`config.mk`:
```
export PLATFORM = sky130hd
export DESIGN_NAME = sam_mem_arbiter
export DESIGN_NICKNAME = d
export VERILOG_FILES = /design/src/rtl/sam_mem_pkg.sv /design/src/rtl/rr_arbiter2.sv /design/src/rtl/sam_mem_arbiter.sv
export SDC_FILE = /design/constraint.sdc
export NUM_CORES = 1
export LEC_CHECK = 0
export ABC_AREA = 1
export ABC_CLOCK_PERIOD_IN_PS = 2100
export BUFFER_PORTS_ARGS = -buffer_cell sky130_fd_sc_hd__buf_2
export CORE_ASPECT_RATIO = 0.8
export CORE_UTILIZATION = 47
export DETAILED_ROUTE_END_ITERATION = 12
export HOLD_SLACK_MARGIN = 0.03
export PLACE_DENSITY = 0.75
export SKIP_LAST_GASP = 1
export SLEW_MARGIN = 15
export SYNTH_ARGS = -nofsm -noshare
export SYNTH_HDL_FRONTEND = slang
export SYNTH_SLANG_ARGS = --single-unit
```
`constraint.sdc`:
```
create_clock -name clk -period 2.1 [get_ports clk]
set_input_delay 0.315 -clock clk [delete_from_list [all_inputs] [get_ports clk]]
set_output_delay 0.315 -clock clk [all_outputs]
set_load 0.01 [all_outputs]
```
`src/rtl/sam_mem_pkg.sv`:
```
// rtl/sam_mem_pkg.sv - shared types and constants for the SAM memory arbiter
package sam_mem_pkg;

  // Arbiter sequencer states
  typedef enum logic [1:0] {
    IDLE = 2'd0,
    CMD  = 2'd1,
    WAIT = 2'd2,
    RESP = 2'd3
  } state_t;

  // Port identity used for grants and last_grant
  localparam logic OWNER_CPU = 1'b0;
  localparam logic OWNER_DBG = 1'b1;

  // Memory direction encoding on Rw
  localparam logic RW_READ  = 1'b1;
  localparam logic RW_WRITE = 1'b0;

  // Default geometry of the SAM program/data memory
  localparam int DEF_AW        = 8;
  localparam int DEF_DW        = 8;
  localparam int DEF_MEM_DEPTH = 64;
  localparam int DEF_RD_LAT    = 1;

endpackage

```
`src/rtl/rr_arbiter2.sv`:
```
// rtl/rr_arbiter2.sv - combinational two-way round-robin arbiter
// Ports:
//   req        in  [1:0]  bit 0 = CPU, bit 1 = debug
//   last_grant in  1      port that was served last (OWNER_CPU / OWNER_DBG)
//   grant      out [1:0]  one-hot winner, zero when nothing requests
module rr_arbiter2
  import sam_mem_pkg::*;
(
  input  logic [1:0] req,
  input  logic       last_grant,
  output logic [1:0] grant
);

  always_comb begin
    grant = 2'b00;
    if (req == 2'b11) begin
      // Tie: the port that was not served last wins
      grant = (last_grant == OWNER_DBG) ? 2'b01 : 2'b10;
    end else begin
      grant = req;
    end
  end

endmodule

```
`src/rtl/sam_mem_arbiter.sv`:
```
// rtl/sam_mem_arbiter.sv - CPU/debug arbiter and sequencer for the 64x8 SAM memory
// Ports:
//   clk, rst                      clock (rising) and asynchronous active-low reset
//   cpu_req/rw/addr/wdata         CPU access request, rw 1=read 0=write
//   cpu_rdata, cpu_ack            CPU read data and one-cycle completion pulse
//   dbg_req/rw/addr/wdata         console/debug access request
//   dbg_rdata, dbg_ack            console read data and completion pulse
//   pause                         blocks new CPU grants
//   En, Rw, Address_Bus, Data_Out memory command interface (registered)
//   Data_In                       memory read data
//   err                           pulses with ack for an out-of-range access
//   busy                          high whenever the sequencer is not idle
module sam_mem_arbiter
  import sam_mem_pkg::*;
#(
  parameter int AW        = DEF_AW,
  parameter int DW        = DEF_DW,
  parameter int MEM_DEPTH = DEF_MEM_DEPTH,
  parameter int RD_LAT    = DEF_RD_LAT
) (
  input  logic          clk,
  input  logic          rst,
  input  logic          cpu_req,
  input  logic          cpu_rw,
  input  logic [AW-1:0] cpu_addr,
  input  logic [DW-1:0] cpu_wdata,
  output logic [DW-1:0] cpu_rdata,
  output logic          cpu_ack,
  input  logic          dbg_req,
  input  logic          dbg_rw,
  input  logic [AW-1:0] dbg_addr,
  input  logic [DW-1:0] dbg_wdata,
  output logic [DW-1:0] dbg_rdata,
  output logic          dbg_ack,
  input  logic          pause,
  output logic          En,
  output logic          Rw,
  output logic [AW-1:0] Address_Bus,
  output logic [DW-1:0] Data_Out,
  input  logic [DW-1:0] Data_In,
  output logic          err,
  output logic          busy
);

  localparam int            CW       = (RD_LAT > 1) ? $clog2(RD_LAT) : 1;
  localparam logic [CW-1:0] CNT_LOAD = CW'(RD_LAT - 1);
  // One extra bit so MEM_DEPTH == 2**AW still compares correctly
  localparam logic [AW:0]   DEPTH    = (AW + 1)'(MEM_DEPTH);

  state_t        state, state_nx;
  logic          last_grant;
  logic          own;
  logic          lat_rw;
  logic          lat_oor;
  logic [CW-1:0] wait_cnt;

  logic [1:0]    req_vec;
  logic [1:0]    grant;
  logic          take;
  logic          sel_owner;
  logic          sel_rw;
  logic          sel_oor;
  logic [AW-1:0] sel_addr;
  logic [DW-1:0] sel_wdata;

  logic          en_nx, rw_nx, err_nx, busy_nx, cack_nx, dack_nx;
  logic [AW-1:0] addr_nx;
  logic [DW-1:0] dout_nx, crd_nx, drd_nx, resp_data;

  // ---------------------------------------------------------------
  // Request selection
  // ---------------------------------------------------------------
  assign req_vec = {dbg_req, cpu_req & ~pause};

  rr_arbiter2 u_rr (
    .req        (req_vec),
    .last_grant (last_grant),
    .grant      (grant)
  );

  assign take      = (state == IDLE) && (grant != 2'b00);
  assign sel_owner = grant[1] ? OWNER_DBG : OWNER_CPU;
  assign sel_rw    = grant[1] ? dbg_rw    : cpu_rw;
  assign sel_addr  = grant[1] ? dbg_addr  : cpu_addr;
  assign sel_wdata = grant[1] ? dbg_wdata : cpu_wdata;
  assign sel_oor   = !({1'b0, sel_addr} < DEPTH);

  // ---------------------------------------------------------------
  // FSM: state register
  // ---------------------------------------------------------------
  always_ff @(posedge clk or negedge rst) begin
    if (!rst) begin
      state <= IDLE;
    end else begin
      state <= state_nx;
    end
  end

  // ---------------------------------------------------------------
  // FSM: next state
  // ---------------------------------------------------------------
  always_comb begin
    state_nx = state;
    case (state)
      IDLE: if (take) state_nx = CMD;
      CMD:  state_nx = (lat_oor || lat_rw == RW_WRITE) ? RESP : WAIT;
      WAIT: if (wait_cnt == '0) state_nx = RESP;
      RESP: state_nx = IDLE;
      default: state_nx = IDLE;
    endcase
  end

  // ---------------------------------------------------------------
  // Transaction latch, read-latency counter, round-robin history
  // ---------------------------------------------------------------
  always_ff @(posedge clk or negedge rst) begin
    if (!rst) begin
      own        <= OWNER_CPU;
      lat_rw     <= RW_READ;
      lat_oor    <= 1'b0;
      wait_cnt   <= '0;
      last_grant <= OWNER_DBG;
    end else begin
      if (take) begin
        own     <= sel_owner;
        lat_rw  <= sel_rw;
        lat_oor <= sel_oor;
      end
      if (state == CMD) begin
        wait_cnt <= CNT_LOAD;
      end else if (state == WAIT && wait_cnt != '0) begin
        wait_cnt <= wait_cnt - 1'b1;
      end
      if (state == RESP) begin
        last_grant <= own;
      end
    end
  end

  // ---------------------------------------------------------------
  // FSM: outputs. Every port is registered, so this block computes
  // the value each output takes in the state being entered.
  // ---------------------------------------------------------------
  always_comb begin
    en_nx     = 1'b0;
    rw_nx     = RW_READ;
    addr_nx   = Address_Bus;
    dout_nx   = '0;
    cack_nx   = 1'b0;
    dack_nx   = 1'b0;
    crd_nx    = '0;
    drd_nx    = '0;
    err_nx    = 1'b0;
    busy_nx   = (state_nx != IDLE);
    resp_data = '0;

    // Entering CMD: drive the command; out-of-range keeps En low
    if (take) begin
      addr_nx = sel_addr;
      if (!sel_oor) begin
        en_nx = 1'b1;
        rw_nx = sel_rw;
        if (sel_rw == RW_WRITE) dout_nx = sel_wdata;
      end
    end

    // Entering RESP: only in-range reads arrive from WAIT, and the
    // last WAIT edge is exactly where Data_In is valid
    if (state_nx == RESP) begin
      if (state == WAIT) resp_data = Data_In;
      if (own == OWNER_CPU) begin
        cack_nx = 1'b1;
        crd_nx  = resp_data;
      end else begin
        dack_nx = 1'b1;
        drd_nx  = resp_data;
      end
      err_nx = lat_oor;
    end
  end

  always_ff @(posedge clk or negedge rst) begin
    if (!rst) begin
      En          <= 1'b0;
      Rw          <= RW_READ;
      Address_Bus <= '0;
      Data_Out    <= '0;
      cpu_ack     <= 1'b0;
      dbg_ack     <= 1'b0;
      cpu_rdata   <= '0;
      dbg_rdata   <= '0;
      err         <= 1'b0;
      busy        <= 1'b0;
    end else begin
      En          <= en_nx;
      Rw          <= rw_nx;
      Address_Bus <= addr_nx;
      Data_Out    <= dout_nx;
      cpu_ack     <= cack_nx;
      dbg_ack     <= dack_nx;
      cpu_rdata   <= crd_nx;
      dbg_rdata   <= drd_nx;
      err         <= err_nx;
      busy        <= busy_nx;
    end
  end

endmodule

```
Word-level counts from Yosys, hierarchy flattened
Index checks and enable logic that the tools add are counted.
- add/subtract/negate cells: 1
- $lt $le $gt $ge: 1
- equal/unequal tests: 5
- muxes and demuxes: 29
- bitwise operators: 3
- reductions and logical operators: 8
- operator list (operator ; number):
    8-bit two-way mux ; 10
    1-bit two-way mux ; 14
    2-bit == test, second input constant ; 4
    8-bit by 7-bit less-than comparator with 1-bit output, second input constant ; 1
    2-bit two-way mux ; 4
    2-bit one-hot mux with 4 select lines ; 1
    2-bit nonzero test ; 3
    2-bit by 1-bit == test with 1-bit output, second input constant ; 1
    1-bit logical AND ; 2
    2-bit zero test ; 1
    1-bit NOT ; 2
    1-bit AND ; 1
    1-bit zero test ; 1
    1-bit logical OR ; 1
    1-bit subtractor, second input constant ; 1
- bits in registers: 45
- bits of input ports: 47
- output and inout bits: 38
- logic and storage cells: 63

Longest topological paths before layout
Gate-level depths: netlist of the first run.
- depth after elaboration: 10
- gate-level depth with buffers: 10
- mapped depth without buffers: 9

By module
From an unflattened synthesis of the first run, not the netlist that was laid out.
- cell total of the unflattened synthesis: 181
- area total of the unflattened synthesis: 1850.5 um^2
- by module, submodules not included (module ; instances ; cells each ; area each (um^2) ; sequential area each (um^2)):
    sam_mem_arbiter ; 1 ; 176 ; 1829.3 ; 1129.8
    rr_arbiter2 ; 1 ; 5 ; 21.3 ; 0.0

Least setup slack after synthesis of the first run
Ideal clock, no wire load.
- kind: flip-flop to flip-flop
- start point: reg state[0]
- end point: reg cpu_rdata[0]
- setup time: 120 ps
- data arrival time: 1380 ps
- data required time: 1980 ps
- path slack: 600 ps
- stages on the path, launching flop included: 11
- path buffers: 2
- period minus slack after synthesis: 1500 ps
- path through: dfrtp_1 -> inv_1 -> ha_1 -> buf_2 -> o21ai_1 -> nand3_1 -> nand2_1 -> inv_1 -> nand2_2 -> buf_2 -> nor2_1
- word-level cells in the longest chain between the ends: 6
- elaborated cells between the ends (all ways): 12
- those cells by class: eq/ne: 4; mux: 6; reduce/logical: 2
- ends and longest elaborated chain (item ; line ; RTL):
    from (decl) ; sam_mem_arbiter.sv:50 ; state_t state, state_nx;
    from (signal assigned) ; sam_mem_arbiter.sv:95 ; state <= state_nx;
    2-bit zero test ; sam_mem_arbiter.sv:81, sam_mem_arbiter.sv:104 ;
    1-bit logical AND ; sam_mem_arbiter.sv:81 ; assign take = (state == IDLE) && (grant != 2'b00);
    2-bit two-way mux ; sam_mem_arbiter.sv:105 ; IDLE: if (take) state_nx = CMD;
    2-bit one-hot mux with 4 select lines (*) ; sam_mem_arbiter.sv:104 ; case (state)
    net state_nx[0] ; sam_mem_arbiter.sv:50 ;
    2-bit == test (*) ; sam_mem_arbiter.sv:169 ; if (state_nx == RESP) begin
    8-bit two-way mux (*) ; sam_mem_arbiter.sv:169 ;
    net crd_nx[0] ; sam_mem_arbiter.sv:68 ; logic [DW-1:0] dout_nx, crd_nx, drd_nx, resp_data;
    to (signal assigned) ; sam_mem_arbiter.sv:201 ; cpu_rdata <= crd_nx;
    to (decl) ; sam_mem_arbiter.sv:27 ; output logic [DW-1:0] cpu_rdata,
Mark *: on every way through the listed nets, which the timed path passes. The rest lies on a longest branch.
A chain may end at the register's enable or synchronous reset.

Worst setup path after layout of the first run
- start point: reg state[0]
- end point: reg lat_oor
- word-level cells in the longest chain between the ends: 2
- ends and longest elaborated chain (item ; line ; RTL):
    2-bit zero test ; sam_mem_arbiter.sv:81 ;
    1-bit logical AND ; sam_mem_arbiter.sv:81 ;
    to (signal assigned) ; sam_mem_arbiter.sv:127 ; lat_oor <= sel_oor;
    to (decl) ; sam_mem_arbiter.sv:54 ; logic lat_oor;
Every way passes these cells.

==> results of run 1 <==
[worst paths after layout]
path / slack [ps] / endpoint
hold / removal: 280 / dbg_rdata[1]$_DFF_PN0_
hold reg to reg: 490 / Address_Bus[3]$_DFFE_PN0P_
setup / recovery: 360 / lat_oor$_DFFE_PN0P_
min in group asynchronous: 540 / En$_DFF_PN0_
max in group asynchronous: 1010 / Data_Out[3]$_DFF_PN0_
setup reg to reg: 360 / lat_oor$_DFFE_PN0P_
[cell families after synthesis]
group | synth area share, %
AOI/OAI and AO/OA | 5.40
adders and majority gates | 2.54
buffers and inverters | 6.93
DFF | 57.4
and+or+nand+nor | 27.7
[state kept, by name (all words and copies together), names as in the netlist, 2 cells and up]
name and flops:
Address_Bus 8, Data_Out 8, cpu_rdata 8, dbg_rdata 8, state 2
[through the flow]
step | cell area (um^2) | instances | utilization, % | worst slack (ps) | hold slack, ps
global placement | 2430 | 359 | 62.3 | 412 | 325
CTS | 2530 | 368 | 64.7 | 370 | 267
finish | 2530 | 368 | 64.7 | 362 | 276
detailed placement | 2430 | 359 | 62.3 | 386 | 332
floorplan | 1970 | 226 | - | 600 | 19.4
global route | 2530 | 368 | 64.7 | 244 | 270
[routing by layer]
| layer | part of all wire (%) | track usage, % |
|---|---|---|
| met3 | 5.9 | 4.89 |
| met2 | 45 | 31.0 |
| met4 | 2.2 | 10.2 |
| met5 | 0 | 0 |
| met1 | 47 | 29.0 |
[where the power goes]
group	switching, uW	internal (uW)	leakage (uW)
sequential	114	1080	0.000586
combinational	693	362	0.000812
clock	269	235	0.0000385
[critical path: cells and delay by family, from the launching register on]
kind / cells / cell delay (ps)
compound gates: 2 / 340
fa+ha+maj: 1 / 220
buf+inv: 3 / 450
flops: 1 / 430
simple gates: 1 / 190
[final cells by class]
cell class              instances  area [um^2]  area share [%]
clock buffers                   7         76.3            3.02
well taps                      55         68.8            2.72
inverters                      22         82.6            3.27
repair buffers                 89          460            18.2
flip-flops and latches         45         1130            44.7
multi-input cells             149          702            27.8
clock inverters                 1         7.51           0.297
[cell usage in the layout (no fill, tap or decap), drive strengths merged, types with 2 or more instances in the layout]
master / synthesis / layout
a21oi: 3 / 3
buf: 6 / 88
clkbuf: 4 / 7
dfrtp: 42 / 42
dfstp: 3 / 3
ha: 4 / 4
inv: 22 / 22
nand2: 54 / 54
nand3: 29 / 29
nor2: 39 / 39
nor3: 2 / 2
o21ai: 16 / 16
==> key figures, run 1 <==
Floorplan
  • Overall die area: 0.00445 mm^2
  • Core ar.: 0.00390 mm^2
  • Horizontal die dimension: 74.4 um
  • Y dimension of the die: 59.9 um
  • Starting utilization of the core area: 50.4%
  • Total I/O pin count: 85
  • # rows: 20

Yosys
  • Synth area leader: sky130_fd_sc_hd__dfrtp_1
  • Unique cell type count in the Yosys netlist: 22
  • EDFF count, synth: 0
  • Count of state elements after synthesis: 45
  • Ys Warns: 0
  • Post-synth net total: 277
  • Share of Yosys cell area claimed by the top area cell type: 53.4%
  • Leading post-synthesis cells by instance count: 50 x sky130_fd_sc_hd__nand2_1, 42 x sky130_fd_sc_hd__dfrtp_1, 38 x sky130_fd_sc_hd__nor2_1
  • Share of async-settable or async-resettable flops after synthesis: 100%
  • Total standard cell area after synthesis: 0.00197 mm^2
  • Cell types occupying the most area after synthesis: sky130_fd_sc_hd__dfrtp_1 53%, sky130_fd_sc_hd__nand2_1 9.5%, sky130_fd_sc_hd__nand3_1 7.4%, sky130_fd_sc_hd__nor2_1 7.2%, sky130_fd_sc_hd__dfstp_2 4.0%
  • Most common cell in the netlist: sky130_fd_sc_hd__nand2_1
  • Synthesized instance count: 226
  • Main synth FF type: sky130_fd_sc_hd__dfrtp_1
  • Mean post-synth cell area: 8.71 um^2
  • Seq/Total Area, Yosys: 57.4%

Critical path
  • Reg-to-reg critical path startpoint: state[0]$_DFF_PN0_
  • Critical path class: reg -> reg
  • Cell chain of the critical path: inv_1 -> ha_1 -> inv_1 -> a21oi_4 -> inv_2 -> nor2_1 -> a21oi_1
  • Start point of the critical path: state[0]$_DFF_PN0_
  • Category of the worst setup path capture point: flip-flop
  • Most Frequent Cell on Critical Path: sky130_fd_sc_hd__inv_1
  • Register-to-Register Path Depth: 7
  • CP Data Required Time: 2280 ps
  • Cell at the slowest stage of the critical path: sky130_fd_sc_hd__dfrtp_1
  • Largest fanout of any net on the critical path: 20
  • Arrival time at the worst endpoint: 1910 ps
  • CP peak stage delay: 430 ps
  • Startpoint kind of the worst setup timing path: flip-flop

Status
  • Run status: completed

Timing
  • Highest attainable clock frequency: 0.575 GHz
  • Unrepaired setup endpoints after global routing: false
  • Final setup violating endpoints: 0
  • Final number of max-transition violations: 0
  • Fraction of the cycle the final worst path needs: 82.8%
  • Max-Slew Margin vs Limit: 64.5%
  • Slew @ Worst Pin: 532 ps
  • Minimum clock period: 1740 ps
  • Setup clock skew after layout: 2.69 ps
  • Final Hold Vio Count: 0
  • Final setup TNS: 0 ps

Worst hold path
  • Hold crit path type: in -> reg
  • Min-delay src: Data_In[1]
  • Hold-critical path depth: 3

Routing
  • Remaining antenna violation count: 0
  • Number of vias after detailed routing: 1,728
  • Violation count after the first detailed-routing iteration: 121
  • Routed WL: 4200 um
  • Router iterations before antenna repair: 4
  • DR vias/cell: 4.70
  • Wire length per cell after detailed routing: 11.4 um
  • Number of remaining DRC errors: 0

Global routing
  • Number of global-route vias before repair: 1,549
  • Maximum number of pins on one net before global-route repair: 26
  • Antenna violations before repair: 0
  • Total congestion overflow after global routing: 0
  • Total GRT Usage: 20.9%
  • Global-route wire length before repair: 6820 um

Placement
  • Total of buffers placed on input and output ports: 84
  • Final weighted congestion of routability-driven global placement: 0.898
  • Sum of net half-perimeters after detailed placement: 3130 um

Run
  • # Max-Cap Violations: 0

Power
  • Total design power: 2760 uW
  • Pleak: 0.00144 uW
  • Max IR drop VDD: 813 uV
  • Power per cell area: 1090 mW/mm^2

Clocking
  • Max H-tree Level: 2
  • Clock transition time at the flip-flop clock pins of the worst setup and hold paths: 80 ps
  • Sinks on the clock net: 45
  • Post-cts sizing count: 0
  • TritonCTS clock tree: done
  • CTS root buf: sky130_fd_sc_hd__clkbuf_8
  • Clk Latency, worst-skew pair: 290 ps
  • CTS Hold Bufs: 1
  • Total CTS buffers: 5
  • CTS max path bufs: 2
  • Buffers inserted by post-CTS timing repair: 0

Layout
  • Area growth from synthesis to layout: 28.4%
  • Filler Cells Inserted: 358
  • Final antenna diode count: 0
  • Number of nets at the end of the flow: 363
  • Fraction of final layout cells with drive strength greater than 1: 34.5%
Power figures use the tool's default switching activity.
==> inputs of run 2 (changes only) <==
--- a/config.mk
+++ b/config.mk
@@ -5,11 +5,11 @@
 export SDC_FILE = /design/constraint.sdc
 export NUM_CORES = 1
 export LEC_CHECK = 0
-export ABC_AREA = 1
-export ABC_CLOCK_PERIOD_IN_PS = 2100
+export ABC_AREA = 0
+export ABC_CLOCK_PERIOD_IN_PS = 1700
 export BUFFER_PORTS_ARGS = -buffer_cell sky130_fd_sc_hd__buf_2
 export CORE_ASPECT_RATIO = 0.8
-export CORE_UTILIZATION = 47
+export CORE_UTILIZATION = 46
 export DETAILED_ROUTE_END_ITERATION = 12
 export HOLD_SLACK_MARGIN = 0.03
 export PLACE_DENSITY = 0.75
==> constraint.sdc (replaced) <==
create_clock -name clk -period 1.7 [get_ports clk]
set_input_delay 0.255 -clock clk [delete_from_list [all_inputs] [get_ports clk]]
set_output_delay 0.255 -clock clk [all_outputs]
set_load 0.01 [all_outputs]
==> run 2 against run 1 <==
- core utilization decreased by 0.76 points
- sequential cell count unchanged
- global-route usage decreased by 1.6 points
- setup slack got worse by 230 ps
- non-clock buffer count unchanged
- clock power increased by 56%
- largest power group unchanged
- total power increased by 28%
- clock skew increased by 1.7 ps
==> key figures, run 2 <==
Critical path
  • CP Data Required Time: 1900 ps (was 2280 ps)
  • Startpoint kind of the worst setup timing path: flip-flop (unchanged)
  • Category of the worst setup path capture point: flip-flop (unchanged)
  • Largest fanout of any net on the critical path: 21 (was 20)
  • Critical path class: reg -> reg (unchanged)
  • Arrival time at the worst endpoint: 1770 ps (was 1910 ps)

Routing
  • DR vias/cell: 4.81 (was 4.70)
  • Routed WL: 3610 um (was 4200 um)
  • Remaining antenna violation count: 0 (unchanged)
  • Wire length per cell after detailed routing: 11.7 um (was 11.4 um)
  • Number of remaining DRC errors: 0 (unchanged)
  • Violation count after the first detailed-routing iteration: 98 (was 121)
  • Number of vias after detailed routing: 1,476 (was 1,728)
  • Router iterations before antenna repair: 4 (unchanged)

Global routing
  • Met2 usage: 30.7% (was 31.0%)
  • Global Route met3 Usage: 5.65% (was 4.89%)
  • Global-route wire length before repair: 6200 um (was 6820 um)
  • Maximum number of pins on one net before global-route repair: 26 (unchanged)
  • GRT Max-Usage Layer: met2 (unchanged)
  • Total GRT Usage: 19.4% (was 20.9%)
  • Total congestion overflow after global routing: 0 (unchanged)
  • Antenna violations before repair: 0 (unchanged)
  • Number of global-route vias before repair: 1,477 (was 1,549)
  • GR met1 Demand/Resource: 25.3% (was 29.0%)

Clocking
  • CTS root buf: sky130_fd_sc_hd__clkbuf_8 (unchanged)
  • TritonCTS clock tree: done (unchanged)
  • Clk Latency, worst-skew pair: 290 ps (about the same)
  • Max H-tree Level: 2 (unchanged)
  • Buffers inserted by post-CTS timing repair: 0 (unchanged)
  • Clock transition time at the flip-flop clock pins of the worst setup and hold paths: 80 ps (about the same)
  • Sinks on the clock net: 45 (unchanged)
  • CTS max path bufs: 2 (unchanged)
  • Total CTS buffers: 5 (unchanged)

Placement
  • Sum of net half-perimeters after detailed placement: 2670 um (was 3130 um)
  • Total of buffers placed on input and output ports: 84 (unchanged)
  • Final weighted congestion of routability-driven global placement: 0.842 (was 0.898)

Yosys
  • Synthesized instance count: 164 (was 226)
  • Mean post-synth cell area: 11.3 um^2 (was 8.71 um^2)
  • Total standard cell area after synthesis: 0.00185 mm^2 (was 0.00197 mm^2)
  • Post-synth net total: 215 (was 277)
  • Most common cell in the netlist: sky130_fd_sc_hd__dfrtp_1 (was sky130_fd_sc_hd__nand2_1)
  • Synthesized-area fraction occupied by and/or/nand/nor cells: 15.7% (was 27.7%)
  • Share of async-settable or async-resettable flops after synthesis: 100% (unchanged)
  • Seq/Total Area, Yosys: 61.0% (was 57.4%)
  • Ys Warns: 0 (unchanged)
  • Compound-cell area share of the yosys netlist: 9.72% (was 5.40%)
  • Share of synthesized cell area in full adder, half adder and majority cells: 2.70% (was 2.54%)
  • EDFF count, synth: 0 (unchanged)
  • Cell types occupying the most area after synthesis: sky130_fd_sc_hd__dfrtp_1 57%, sky130_fd_sc_hd__mux2i_1 4.9%, sky130_fd_sc_hd__nor3_1 4.9%, sky130_fd_sc_hd__dfstp_2 4.3%, sky130_fd_sc_hd__nand2_1 4.3% (was sky130_fd_sc_hd__dfrtp_1 53%, sky130_fd_sc_hd__nand2_1 9.5%, sky130_fd_sc_hd__nand3_1 7.4%, sky130_fd_sc_hd__nor2_1 7.2%, sky130_fd_sc_hd__dfstp_2 4.0%)
  • Unique cell type count in the Yosys netlist: 31 (was 22)
  • Combinational family with the most area after synthesis: simple AND/OR/NAND/NOR gates (unchanged)
  • Synth area leader: sky130_fd_sc_hd__dfrtp_1 (unchanged)
  • Parity-gate share of the synthesized area counting xor and xnor cells: 0% (unchanged)
  • Count of state elements after synthesis: 45 (unchanged)
  • Portion of netlist area occupied by mux cells: 5.47% (was 0%)
  • Share of Yosys cell area claimed by the top area cell type: 56.7% (was 53.4%)
  • Leading post-synthesis cells by instance count: 42 x sky130_fd_sc_hd__dfrtp_1, 21 x sky130_fd_sc_hd__nand2_1, 18 x sky130_fd_sc_hd__nor3_1 (was 50 x sky130_fd_sc_hd__nand2_1, 42 x sky130_fd_sc_hd__dfrtp_1, 38 x sky130_fd_sc_hd__nor2_1)
  • Main synth FF type: sky130_fd_sc_hd__dfrtp_1 (unchanged)

Timing
  • Fraction of the cycle the final worst path needs: 92.2% (was 82.8%)
  • Final Hold Vio Count: 0 (unchanged)
  • Slew @ Worst Pin: 632 ps (was 532 ps)
  • Unrepaired setup endpoints after global routing: false (unchanged)
  • Final setup violating endpoints: 0 (unchanged)
  • Final setup TNS: 0 ps (unchanged)
  • Minimum clock period: 1570 ps (was 1740 ps)
  • Highest attainable clock frequency: 0.638 GHz (was 0.575 GHz)
  • Setup clock skew after layout: 4.42 ps (was 2.69 ps)
  • Max-Slew Margin vs Limit: 57.8% (was 64.5%)
  • Final number of max-transition violations: 0 (unchanged)

Layout
  • Filler Cells Inserted: 317 (was 358)
  • Number of nets at the end of the flow: 302 (was 363)
  • Most common library cell in the layout ignoring fill and taps: sky130_fd_sc_hd__buf_2 (unchanged)
  • Area growth from synthesis to layout: 32.2% (was 28.4%)
  • Final antenna diode count: 0 (unchanged)
  • Fraction of final layout cells with drive strength greater than 1: 41.3% (was 34.5%)
  • Util after Layout: 64.0% (was 64.7%)
  • Most frequent cells in the layout: 84 x sky130_fd_sc_hd__buf_2, 42 x sky130_fd_sc_hd__dfrtp_1, 21 x sky130_fd_sc_hd__nand2_1 (was 84 x sky130_fd_sc_hd__buf_2, 50 x sky130_fd_sc_hd__nand2_1, 42 x sky130_fd_sc_hd__dfrtp_1)

Power
  • Net switching power: 1230 uW (was 1080 uW)
  • Logic pwr share: 36.5% (was 38.3%)
  • Power per cell area: 1440 mW/mm^2 (was 1090 mW/mm^2)
  • Switch share: 34.8% (was 39.0%)
  • Design internal power: 2300 uW (was 1680 uW)
  • Share of power burned in registers: 41.3% (was 43.4%)
  • Pleak: 0.00132 uW (was 0.00144 uW)
  • Max IR drop VDD: 681 uV (was 813 uV)
  • Clock group share of total power: 22.3% (was 18.3%)

Worst hold path
  • Hold crit path type: in -> reg (unchanged)

Floorplan
  • Overall die area: 0.00429 mm^2 (was 0.00445 mm^2)
  • Core ar.: 0.00383 mm^2 (was 0.00390 mm^2)
  • Horizontal die dimension: 73.0 um (was 74.4 um)
  • Total I/O pin count: 85 (unchanged)
  • Starting utilization of the core area: 48.4% (was 50.4%)
  • # rows: 20 (unchanged)
  • Y dimension of the die: 58.8 um (was 59.9 um)

Status
  • Run status: completed (unchanged)

Run
  • # Max-Cap Violations: 0 (unchanged)
==> run 2: changes by cell type in the layout (fill, tap and decap cells not counted), sizes merged, moves of 7 or more <==
cell and change:
mux2i +9, nand2 -33, a22oi +7, nor2 -26
nor3 +16, nand3 -28, inv -14
==> run 2: critical path, stage by stage (launching register included) <==
cell and delay (ps):
sky130_fd_sc_hd__dfrtp_1 430, sky130_fd_sc_hd__inv_1 100, sky130_fd_sc_hd__ha_2 250, sky130_fd_sc_hd__a21oi_1 60, sky130_fd_sc_hd__a22o_1 230, sky130_fd_sc_hd__buf_12 160
sky130_fd_sc_hd__nor3_1 240
==> run 2: area by class of cell <==
type	count	area (um^2)	share of cell area, %
multi-input combinational	102	624	25.5
sequential	45	1130	46.1
inverter	8	30.0	1.23
tap	55	68.8	2.81
clock buffer	6	72.6	2.96
timing repair buffer	89	485	19.8
clock inverter	2	38.8	1.58
==> run 2: power by group through the flow <==
stage	logic, uW	clock network (uW)	registers [uW]
2_1_floorplan	798	0	1540
3_3_place_gp	1270	0	1470
3_5_place_dp	1280	0	1480
4_1_cts	1290	808	1460
5_1_grt	1460	852	1490
6_report	1290	786	1460
==> run 2: routing by layer <==
layer	share of wire, %	wire length (um)
met2	43	1560
met5	0	0
met3	8.2	294
met1	47	1710
met4	1.1	41
==> run 2: worst paths after layout <==
| check | start | endpoint | slack, ps | cells past startpoint |
|---|---|---|---|---|
| min in group asynchronous | rst | Address_Bus[1]$_DFFE_PN0P_ | 490 | 2 |
| max | state[0]$_DFF_PN0_ | dbg_rdata[6]$_DFF_PN0_ | 130 | 6 |
| min | Data_In[7] | dbg_rdata[7]$_DFF_PN0_ | 190 | 3 |
| max in group asynchronous | rst | dbg_rdata[4]$_DFF_PN0_ | 720 | 3 |
| min reg2reg | Address_Bus[0]$_DFFE_PN0P_ | Address_Bus[0]$_DFFE_PN0P_ | 480 | 2 |
| max reg2reg | state[0]$_DFF_PN0_ | dbg_rdata[6]$_DFF_PN0_ | 130 | 6 |
==> run 2: what timing repair did <==
| item | CTS | global route |
|---|---|---|
| hold buffers | 1 | 0 |
| endpoints found under the setup margin | 0 | 2 |
| endpoints found under the hold margin | 21 | 0 |
| gates resized for setup | 0 | 1 |
==> run 2: metrics by stage <==
stage | hold slack (ps) | setup slack [ps] | cells | power [uW] | cell area [um^2]
after CTS | 184 | 74.8 | 307 | 3550 | 2450
after global routing | 189 | 24.1 | 307 | 3800 | 2450
after detailed placement | 289 | 105 | 298 | 2760 | 2330
after floorplan | -40.6 | 242 | 164 | 2340 | 1850
after global placement | 288 | 196 | 298 | 2750 | 2330
final | 194 | 132 | 307 | 3530 | 2450
==> run 2: kinds of logic after synthesis <==
logic type / count (synthesis)
and+or+nand+nor: 62
AOI/OAI and AO/OA: 26
DFF: 45
muxes: 10
adders and majority gates: 4
buffers and inverters: 17
